--- src/rtl/fpa_pipe_if.sv ---
// Operand/result stream bundle for the pipelined FP adder.
// master drives operands and out_ready; slave is the adder.
interface fpa_pipe_if #(
  parameter int EXP_W = 8,
  parameter int MAN_W = 23
);
  localparam int W = 1 + EXP_W + MAN_W;

  logic         in_valid;
  logic         in_ready;
  logic [W-1:0] number_A;
  logic [W-1:0] number_B;
  logic         sub;
  logic         rnd_mode;
  logic         out_valid;
  logic         out_ready;
  logic [W-1:0] number_out;
  logic         flag_invalid;
  logic         flag_overflow;
  logic         flag_inexact;

  modport master (
    output in_valid,
    output number_A,
    output number_B,
    output sub,
    output rnd_mode,
    output out_ready,
    input  in_ready,
    input  out_valid,
    input  number_out,
    input  flag_invalid,
    input  flag_overflow,
    input  flag_inexact
  );

  modport slave (
    input  in_valid,
    input  number_A,
    input  number_B,
    input  sub,
    input  rnd_mode,
    input  out_ready,
    output in_ready,
    output out_valid,
    output number_out,
    output flag_invalid,
    output flag_overflow,
    output flag_inexact
  );
endinterface

--- src/rtl/fpa_pipe.sv ---
// Three-stage parametrised FP adder/subtractor.
// Stages: unpack/align, magnitude add, normalise/round/pack.
module fpa_pipe #(
  parameter int EXP_W = 8,
  parameter int MAN_W = 23
) (
  input logic      clk,
  input logic      rst_n,
  fpa_pipe_if.slave bus
);
  localparam int W  = 1 + EXP_W + MAN_W;
  localparam int SW = MAN_W + 4;
  localparam int LW = $clog2(SW + 1);
  localparam int XW = ((EXP_W > LW) ? EXP_W : LW) + 2;

  localparam logic [EXP_W-1:0] EMAX = '1;
  localparam logic [W-1:0] QNAN =
    {1'b0, EMAX, 1'b1, {(MAN_W-1){1'b0}}};
  localparam logic [XW-1:0] EX_TOP =
    {{(XW-EXP_W){1'b0}}, EMAX};

  typedef struct packed {
    logic             v;
    logic             sp;
    logic             sp_inv;
    logic [W-1:0]     sp_res;
    logic             sgn;
    logic [EXP_W-1:0] exp;
    logic [SW-1:0]    big;
    logic [SW-1:0]    sml;
    logic             esub;
    logic             rnd;
  } s1_t;

  typedef struct packed {
    logic             v;
    logic             sp;
    logic             sp_inv;
    logic [W-1:0]     sp_res;
    logic             sgn;
    logic [EXP_W-1:0] exp;
    logic [SW:0]      sum;
    logic             rnd;
  } s2_t;

  s1_t s1_d, s1_q;
  s2_t s2_d, s2_q;
  logic en;

  assign en = ~bus.out_valid | bus.out_ready;
  assign bus.in_ready = en;

  logic             sa, sb;
  logic [EXP_W-1:0] ea, eb;
  logic [MAN_W-1:0] fa, fb;
  logic             a_nan, b_nan;
  logic             a_inf, b_inf;
  logic             a_zero, b_zero;

  assign sa = bus.number_A[W-1];
  assign ea = bus.number_A[W-2:MAN_W];
  assign fa = bus.number_A[MAN_W-1:0];
  assign sb = bus.number_B[W-1] ^ bus.sub;
  assign eb = bus.number_B[W-2:MAN_W];
  assign fb = bus.number_B[MAN_W-1:0];

  assign a_nan  = (ea == EMAX) & (|fa);
  assign b_nan  = (eb == EMAX) & (|fb);
  assign a_inf  = (ea == EMAX) & ~(|fa);
  assign b_inf  = (eb == EMAX) & ~(|fb);
  assign a_zero = (ea == '0);
  assign b_zero = (eb == '0);

  logic               swap;
  logic [EXP_W-1:0]   diff;
  logic [2*SW-1:0]    wide;
  int unsigned        sh;

  always_comb begin
    s1_d      = '0;
    s1_d.v    = bus.in_valid;
    s1_d.rnd  = bus.rnd_mode;
    s1_d.esub = sa ^ sb;
    s1_d.sp   = 1'b1;
    if (a_nan | b_nan) begin
      s1_d.sp_res = QNAN;
      s1_d.sp_inv = 1'b1;
    end else if (a_inf & b_inf & (sa ^ sb)) begin
      s1_d.sp_res = QNAN;
      s1_d.sp_inv = 1'b1;
    end else if (a_inf) begin
      s1_d.sp_res = {sa, EMAX, {MAN_W{1'b0}}};
    end else if (b_inf) begin
      s1_d.sp_res = {sb, EMAX, {MAN_W{1'b0}}};
    end else if (a_zero & b_zero) begin
      s1_d.sp_res = {sa & sb, {(W-1){1'b0}}};
    end else if (a_zero) begin
      s1_d.sp_res = {sb, eb, fb};
    end else if (b_zero) begin
      s1_d.sp_res = {sa, ea, fa};
    end else begin
      s1_d.sp = 1'b0;
    end

    swap = {eb, fb} > {ea, fa};
    diff = swap ? eb - ea : ea - eb;
    sh   = (32'(diff) > SW) ? SW : 32'(diff);

    s1_d.sgn = swap ? sb : sa;
    s1_d.exp = swap ? eb : ea;
    s1_d.big = {1'b1, swap ? fb : fa, 3'b000};
    // Lower half collects everything shifted out.
    wide = {1'b1, swap ? fa : fb, 3'b000,
            {SW{1'b0}}} >> sh;
    s1_d.sml = wide[2*SW-1:SW] |
               {{(SW-1){1'b0}}, |wide[SW-1:0]};
  end

  always_comb begin
    s2_d        = '0;
    s2_d.v      = s1_q.v;
    s2_d.sp     = s1_q.sp;
    s2_d.sp_inv = s1_q.sp_inv;
    s2_d.sp_res = s1_q.sp_res;
    s2_d.sgn    = s1_q.sgn;
    s2_d.exp    = s1_q.exp;
    s2_d.rnd    = s1_q.rnd;
    if (s1_q.esub)
      s2_d.sum = {1'b0, s1_q.big} - {1'b0, s1_q.sml};
    else
      s2_d.sum = {1'b0, s1_q.big} + {1'b0, s1_q.sml};
  end

  logic [LW-1:0]    lzc;
  logic [SW-1:0]    norm;
  logic [MAN_W:0]   mant;
  logic             g, r, st, inc;
  logic [MAN_W+1:0] rsum;
  logic [XW-1:0]    exb, ex;
  logic [MAN_W-1:0] frac;
  logic [W-1:0]     res;
  logic             f_inv, f_ovf, f_inx;

  always_comb begin
    lzc = '0;
    for (int i = 0; i < SW; i++)
      if (s2_q.sum[i]) lzc = LW'(SW - 1 - i);
  end

  assign exb = {{(XW-EXP_W){1'b0}}, s2_q.exp};

  always_comb begin
    if (s2_q.sum[SW]) begin
      norm = {s2_q.sum[SW:2], |s2_q.sum[1:0]};
      ex   = exb + XW'(1);
    end else begin
      norm = s2_q.sum[SW-1:0] << lzc;
      ex   = exb - {{(XW-LW){1'b0}}, lzc};
    end
    mant = norm[SW-1:3];
    g    = norm[2];
    r    = norm[1];
    st   = norm[0];
    inc  = ~s2_q.rnd & g & (r | st | mant[0]);
    rsum = {1'b0, mant} + {{(MAN_W+1){1'b0}}, inc};
    frac = rsum[MAN_W-1:0];
    if (rsum[MAN_W+1]) begin
      ex   = ex + XW'(1);
      frac = rsum[MAN_W:1];
    end

    f_inv = 1'b0;
    f_ovf = 1'b0;
    f_inx = g | r | st;
    res   = {s2_q.sgn, ex[EXP_W-1:0], frac};

    if (s2_q.sp) begin
      res   = s2_q.sp_res;
      f_inv = s2_q.sp_inv;
      f_inx = 1'b0;
    end else if (s2_q.sum == '0) begin
      res   = '0;
      f_inx = 1'b0;
    end else if (!ex[XW-1] && ex >= EX_TOP) begin
      f_ovf = 1'b1;
      f_inx = 1'b1;
      // Truncation saturates at the largest finite value.
      if (s2_q.rnd)
        res = {s2_q.sgn, EMAX - EXP_W'(1),
               {MAN_W{1'b1}}};
      else
        res = {s2_q.sgn, EMAX, {MAN_W{1'b0}}};
    end else if (ex[XW-1] || ex == '0) begin
      res   = {s2_q.sgn, {(W-1){1'b0}}};
      f_inx = 1'b1;
    end
  end

  always_ff @(posedge clk or negedge rst_n) begin
    if (!rst_n) begin
      s1_q              <= '0;
      s2_q              <= '0;
      bus.out_valid     <= 1'b0;
      bus.number_out    <= '0;
      bus.flag_invalid  <= 1'b0;
      bus.flag_overflow <= 1'b0;
      bus.flag_inexact  <= 1'b0;
    end else if (en) begin
      s1_q              <= s1_d;
      s2_q              <= s2_d;
      bus.out_valid     <= s2_q.v;
      bus.number_out    <= res;
      bus.flag_invalid  <= s2_q.v & f_inv;
      bus.flag_overflow <= s2_q.v & f_ovf;
      bus.flag_inexact  <= s2_q.v & f_inx;
    end
  end

endmodule

--- src/flat_wrapper.sv ---
// flat-port wrapper written by rule: the top's interface ports become plain ports
module fpa_pipe_flat 
#(
  parameter int EXP_W = 8,
  parameter int MAN_W = 23
)
  (clk, rst_n, bus_in_valid, bus_number_A, bus_number_B, bus_sub, bus_rnd_mode, bus_out_ready, bus_in_ready, bus_out_valid, bus_number_out, bus_flag_invalid, bus_flag_overflow, bus_flag_inexact);
  fpa_pipe_if #(.EXP_W(EXP_W), .MAN_W(MAN_W)) bus_i ();
  input logic clk;
  input logic rst_n;
  input wire logic [$bits(bus_i.in_valid)-1:0] bus_in_valid;
  input wire logic [$bits(bus_i.number_A)-1:0] bus_number_A;
  input wire logic [$bits(bus_i.number_B)-1:0] bus_number_B;
  input wire logic [$bits(bus_i.sub)-1:0] bus_sub;
  input wire logic [$bits(bus_i.rnd_mode)-1:0] bus_rnd_mode;
  input wire logic [$bits(bus_i.out_ready)-1:0] bus_out_ready;
  output wire logic [$bits(bus_i.in_ready)-1:0] bus_in_ready;
  output wire logic [$bits(bus_i.out_valid)-1:0] bus_out_valid;
  output wire logic [$bits(bus_i.number_out)-1:0] bus_number_out;
  output wire logic [$bits(bus_i.flag_invalid)-1:0] bus_flag_invalid;
  output wire logic [$bits(bus_i.flag_overflow)-1:0] bus_flag_overflow;
  output wire logic [$bits(bus_i.flag_inexact)-1:0] bus_flag_inexact;
  assign bus_i.in_valid = bus_in_valid;
  assign bus_i.number_A = bus_number_A;
  assign bus_i.number_B = bus_number_B;
  assign bus_i.sub = bus_sub;
  assign bus_i.rnd_mode = bus_rnd_mode;
  assign bus_i.out_ready = bus_out_ready;
  assign bus_in_ready = bus_i.in_ready;
  assign bus_out_valid = bus_i.out_valid;
  assign bus_number_out = bus_i.number_out;
  assign bus_flag_invalid = bus_i.flag_invalid;
  assign bus_flag_overflow = bus_i.flag_overflow;
  assign bus_flag_inexact = bus_i.flag_inexact;
  fpa_pipe #(.EXP_W(EXP_W), .MAN_W(MAN_W)) u_core (.clk(clk), .rst_n(rst_n), .bus(bus_i));
endmodule
--- config.mk ---
export PLATFORM = sky130hd
export DESIGN_NAME = fpa_pipe_flat
export DESIGN_NICKNAME = d
export VERILOG_FILES = /design/src/rtl/fpa_pipe_if.sv /design/src/rtl/fpa_pipe.sv /design/src/flat_wrapper.sv
export SDC_FILE = /design/constraint.sdc
export NUM_CORES = 1
export LEC_CHECK = 0
export ABC_AREA = 0
export CAP_MARGIN = 5
export CORE_MARGIN = 4
export CORE_UTILIZATION = 34
export CTS_CLUSTER_DIAMETER = 50
export DETAILED_ROUTE_END_ITERATION = 8
export SETUP_SLACK_MARGIN = 0.05
export SKIP_CTS_REPAIR_TIMING = 1
export SYNTH_ARGS = -nofsm -noshare
export SYNTH_HDL_FRONTEND = slang
export SYNTH_SLANG_ARGS = --single-unit
--- constraint.sdc ---
create_clock -name clk -period 6.1 [get_ports clk]
set_input_delay 0.61 -clock clk [delete_from_list [all_inputs] [get_ports clk]]
set_output_delay 0.61 -clock clk [all_outputs]
set_load 0.02 [all_outputs]
==> flow_results.xml <==
<?xml version="1.0" encoding="UTF-8"?>
<metrics>
  <group name="run_status">
    <metric name="run_status" unit="">completed</metric>
  </group>
  <group name="clock_network">
    <metric name="tritoncts" unit="">built</metric>
    <metric name="max_buffers_root_to_sink" unit="">3</metric>
    <metric name="cts-root-buf" unit="">clkbuf_16</metric>
    <metric name="cts_inserted_buffers" unit="">27</metric>
    <metric name="cts_sinks" unit="">206</metric>
    <metric name="clk_transition_reported_paths" unit="ns">0.06</metric>
    <metric name="htree_num_levels" unit="">1</metric>
    <metric name="clkLatencyLatePin" unit="ns">0.55</metric>
  </group>
  <group name="timing">
    <metric name="sum_of_negative_setup_slack" unit="ns">0</metric>
    <metric name="layout_worst_path_cycle_share" unit="%">94.8</metric>
    <metric name="slew_viol_final" unit="">0</metric>
    <metric name="finalHoldViolations" unit="">0</metric>
    <metric name="max_slew.worst_pin.slew" unit="ns">0.985</metric>
    <metric name="maxSlewHeadroom" unit="%">33.7</metric>
    <metric name="final.setup.worst_slack" unit="ns">0.318</metric>
    <metric name="finalWorstPathRequiredPeriod" unit="ns">5.78</metric>
    <metric name="final_setup_violations" unit="">0</metric>
    <metric name="skew" unit="ns">0.0246</metric>
    <metric name="setup_repair_after_global_routing_missed_its_margin" unit="">no</metric>
    <metric name="max_clock_freq" unit="GHz">0.173</metric>
  </group>
  <group name="synthesis">
    <metric name="fraction_of_the_mapped_netlist_area_in_compound_gates" unit="%">26.9</metric>
    <metric name="synth-adder-area-share" unit="%">7.48</metric>
    <metric name="synthMostInstantiatedCell" unit="">nand2_1</metric>
    <metric name="syn-instance-count" unit="">2239</metric>
    <metric name="synth_commonest_cells" unit="">nand2_1, dfrtp_1, o21ai_0, a21oi_1, nor2_1</metric>
    <metric name="synth.cell_area" unit="um^2">17300</metric>
    <metric name="synth_sequential_area_ratio" unit="%">29.8</metric>
    <metric name="postSynthRegisterBits" unit="">206</metric>
    <metric name="synth.area.mux_share" unit="%">4.62</metric>
    <metric name="synth_xor_area_share" unit="%">3.65</metric>
    <metric name="synthArstFlopShare" unit="%">100</metric>
    <metric name="synth-warning-count" unit="">0</metric>
    <metric name="postSynthNetCount" unit="">2410</metric>
    <metric name="dominant_cells_by_area_after_synthesis" unit="">dfrtp_1, nand2_1, ha_1</metric>
    <metric name="library_cells_used_by_synthesis" unit="">95</metric>
    <metric name="synth_edf_count" unit="">0</metric>
    <metric name="synth_top_family_by_area" unit="">compound AO/OA/AOI/OAI gates</metric>
    <metric name="synth_simple_gate_area_share" unit="%">21.4</metric>
    <metric name="netlist.top_cell.by_area" unit="">dfrtp_1</metric>
    <metric name="yosysTopAreaCellShare" unit="%">29.8</metric>
    <metric name="synth-main-ff-cell" unit="">dfrtp_1</metric>
    <metric name="synthesis.area_per_instance" unit="um^2">7.72</metric>
  </group>
  <group name="global_routing">
    <metric name="grt_pass1_vias" unit="">17700</metric>
    <metric name="globalRouteOverflowTotal" unit="">0</metric>
    <metric name="antenna_found_initial" unit="">0</metric>
    <metric name="grtUsageTotal" unit="%">24.3</metric>
    <metric name="grt_first_pass_wirelength" unit="um">105000</metric>
    <metric name="largest_net_degree_at_the_start_of_global_routing" unit="">94</metric>
  </group>
  <group name="worst_setup_path">
    <metric name="crit_path_max_incr_delay" unit="ns">0.62</metric>
    <metric name="timing.critical_path.fanout_max" unit="">14</metric>
    <metric name="worstPathArrival" unit="ns">6.25</metric>
    <metric name="critical_path.reg2reg.startpoint" unit="">u_core.s2_q[18]</metric>
    <metric name="crit_path_start" unit="">u_core.s2_q[18]</metric>
    <metric name="criticalPathCategory" unit="">register to register</metric>
    <metric name="path_cells" unit="">or3_1 -&gt; or4_1 -&gt; o22ai_4 -&gt; buf_4 -&gt; buf_4 -&gt; a21oi_1 -&gt; a211oi_1 -&gt; o21ai_0 -&gt; a31oi_1 -&gt; buf_4 -&gt; nand4_1 -&gt; or4_4 -&gt; or4_1 -&gt; mux2i_1 -&gt; nand4_1 -&gt; nand2_1 -&gt; a21oi_4 -&gt; nand2_2 -&gt; o211ai_1</metric>
    <metric name="critPathSlowestCell" unit="">or4_4</metric>
    <metric name="worstSetupStartpointType" unit="">register</metric>
    <metric name="cp_top_family" unit="">simple AND/OR/NAND/NOR gates</metric>
    <metric name="worst_setup_path_end_kind" unit="">register</metric>
    <metric name="crit_top_cell" unit="">buf_4</metric>
    <metric name="critPathBufInv" unit="">3</metric>
    <metric name="timing.critical_path.required" unit="ns">6.56</metric>
  </group>
  <group name="placement">
    <metric name="gp_routability_congestion" unit="">0.996</metric>
    <metric name="numPortBuffers" unit="">106</metric>
    <metric name="dpl_cell_area" unit="um^2">20900</metric>
    <metric name="detailedPlace.worstSlack" unit="ns">-0.402</metric>
    <metric name="dp_hpwl" unit="um">54300</metric>
    <metric name="dp.cells" unit="">3166</metric>
  </group>
  <group name="route">
    <metric name="detail-route-antenna-nets" unit="">0</metric>
    <metric name="drc" unit="">0</metric>
    <metric name="detail_route.wirelength" unit="um">68500</metric>
    <metric name="vias" unit="">18300</metric>
    <metric name="routedWlPerCell" unit="um">21.3</metric>
    <metric name="drt_iter0_markers" unit="">1612</metric>
    <metric name="via_count_normalized_by_instance_count" unit="">5.71</metric>
    <metric name="drt_pass1_iterations" unit="">6</metric>
  </group>
  <group name="power_and_ir_drop">
    <metric name="power-per-cell-area" unit="nW/um^2">434</metric>
    <metric name="static-leakage-power" unit="nW">9.70</metric>
    <metric name="irDropWorstVdd" unit="uV">168</metric>
  </group>
  <group name="floorplan">
    <metric name="num_rows" unit="">82</metric>
    <metric name="dieArea" unit="um^2">54500</metric>
    <metric name="chipHeight" unit="um">234</metric>
    <metric name="fp.dieW" unit="um">234</metric>
    <metric name="placeableCoreArea" unit="um^2">50200</metric>
    <metric name="initial_core_util" unit="%">34.5</metric>
    <metric name="floorplan.io_pins" unit="">107</metric>
  </group>
  <group name="final_layout">
    <metric name="finalNonFillerCells" unit="">3215</metric>
    <metric name="fillCellCount" unit="">5073</metric>
    <metric name="syn_to_final_growth" unit="%">26.3</metric>
    <metric name="final_nets" unit="">2694</metric>
    <metric name="design_area" unit="um^2">21800</metric>
    <metric name="antenna-diode-count" unit="">0</metric>
    <metric name="drive_above_1_share" unit="%">15.5</metric>
    <metric name="finish.utilization" unit="%">43.5</metric>
  </group>
  <group name="worst_hold_path">
    <metric name="hold_path_class" unit="">primary input to asynchronous set/reset pin</metric>
  </group>
  <group name="run">
    <metric name="max_cap_viol_count" unit="">0</metric>
  </group>
</metrics>
power breakdown:
group          internal [W]  total, W  switching, W  leakage (nW)
logic               0.00234   0.00577       0.00343          6.61
registers           0.00173   0.00208      0.000349          2.65
clock network       0.00100   0.00162      0.000620         0.438
worst register-to-register path: stages, from the launching register on:
cell	delay, ns
dfrtp_1	0.41
or3_1	0.44
or4_1	0.50
o22ai_4	0.30
buf_4	0.22
buf_4	0.21
a21oi_1	0.14
a211oi_1	0.31
o21ai_0	0.19
a31oi_1	0.27
buf_4	0.19
nand4_1	0.16
or4_4	0.62
or4_1	0.55
mux2i_1	0.15
nand4_1	0.14
nand2_1	0.13
a21oi_4	0.29
nand2_2	0.24
o211ai_1	0.24
cell type report:
cell class	instances	area (um^2)	share of cell area (%)
inverter	127	479	2.19
multi-input combinational	1766	11200	51.2
clock buffer	35	716	3.28
clock inverter	14	198	0.905
timing repair buffer	395	3280	15.0
sequential	206	5150	23.6
tap	672	841	3.85
placed cells by master, fill, tap and decap left out, types with 16 or more instances in the layout:
master             n
inv_1            120
o211ai_1          38
and3_1            36
mux2i_1           65
nor2_1           159
a21o_1            25
nand2_1          360
a21oi_1          171
clkdlybuf4s50_1  105
buf_4            285
dfrtp_1          206
xnor2_1           42
nand4_1           25
nor3_1            63
a31oi_1           16
a22oi_1           25
o21ai_0          177
a221oi_1          30
nor4_1            28
o21bai_1          16
ha_1              97
nand3_1           44
or3_1             20
o22ai_1           24
a211oi_1          43
xor2_1            29
clkbuf_16         27
final timing paths:
check	to	slack [ns]	depth (start not counted)
worst min-delay path	u_core.bus.number_out[26]	0.07	1
max in group asynchronous	u_core.s1_q[84]	4.65	2
worst max-delay path	u_core.bus.number_out[17]	0.32	19
worst max register to register	u_core.bus.number_out[17]	0.32	19
worst min register to register	u_core.s2_q[38]	0.45	2
min in group clk	u_core.s2_q[38]	0.45	2
logic make-up (layout without fill, tap and decap cells):
| group | count (synthesis) | count (layout) |
|---|---|---|
| AND/OR/NAND/NOR | 811 | 811 |
| AO/OA/AOI/OAI | 705 | 705 |
| buffers and inverters | 267 | 571 |
| flip-flops | 206 | 206 |
| adder cells (fa/ha/maj) | 101 | 101 |
| multiplexers | 77 | 77 |
| XOR/XNOR | 72 | 72 |
metrics by stage:
stage	hold WS (ns)	power (W)
3_5_place_dp	0.452	0.00774
4_1_cts	0.114	0.00940
3_3_place_gp	0.447	0.00771
6_report	0.0650	0.00948
2_1_floorplan	0.314	0.00538
5_1_grt	0.140	0.0101
registers in the layout (all words and copies together), names as in the netlist:
name / cells
u_core.bus.flag_inexact: 1
u_core.bus.flag_invalid: 1
u_core.bus.flag_overflow: 1
u_core.bus.number_out: 32
u_core.bus.out_valid: 1
u_core.exb: 8
u_core.s1_q: 97
u_core.s2_q: 65
routing by layer:
layer	track usage, %	routed length [um]
met4	7.28	2380
met1	34.6	31100
met2	39.3	31200
met3	2.23	3710
met5	0	0
Note: power is estimated with default switching activity, not from simulation.
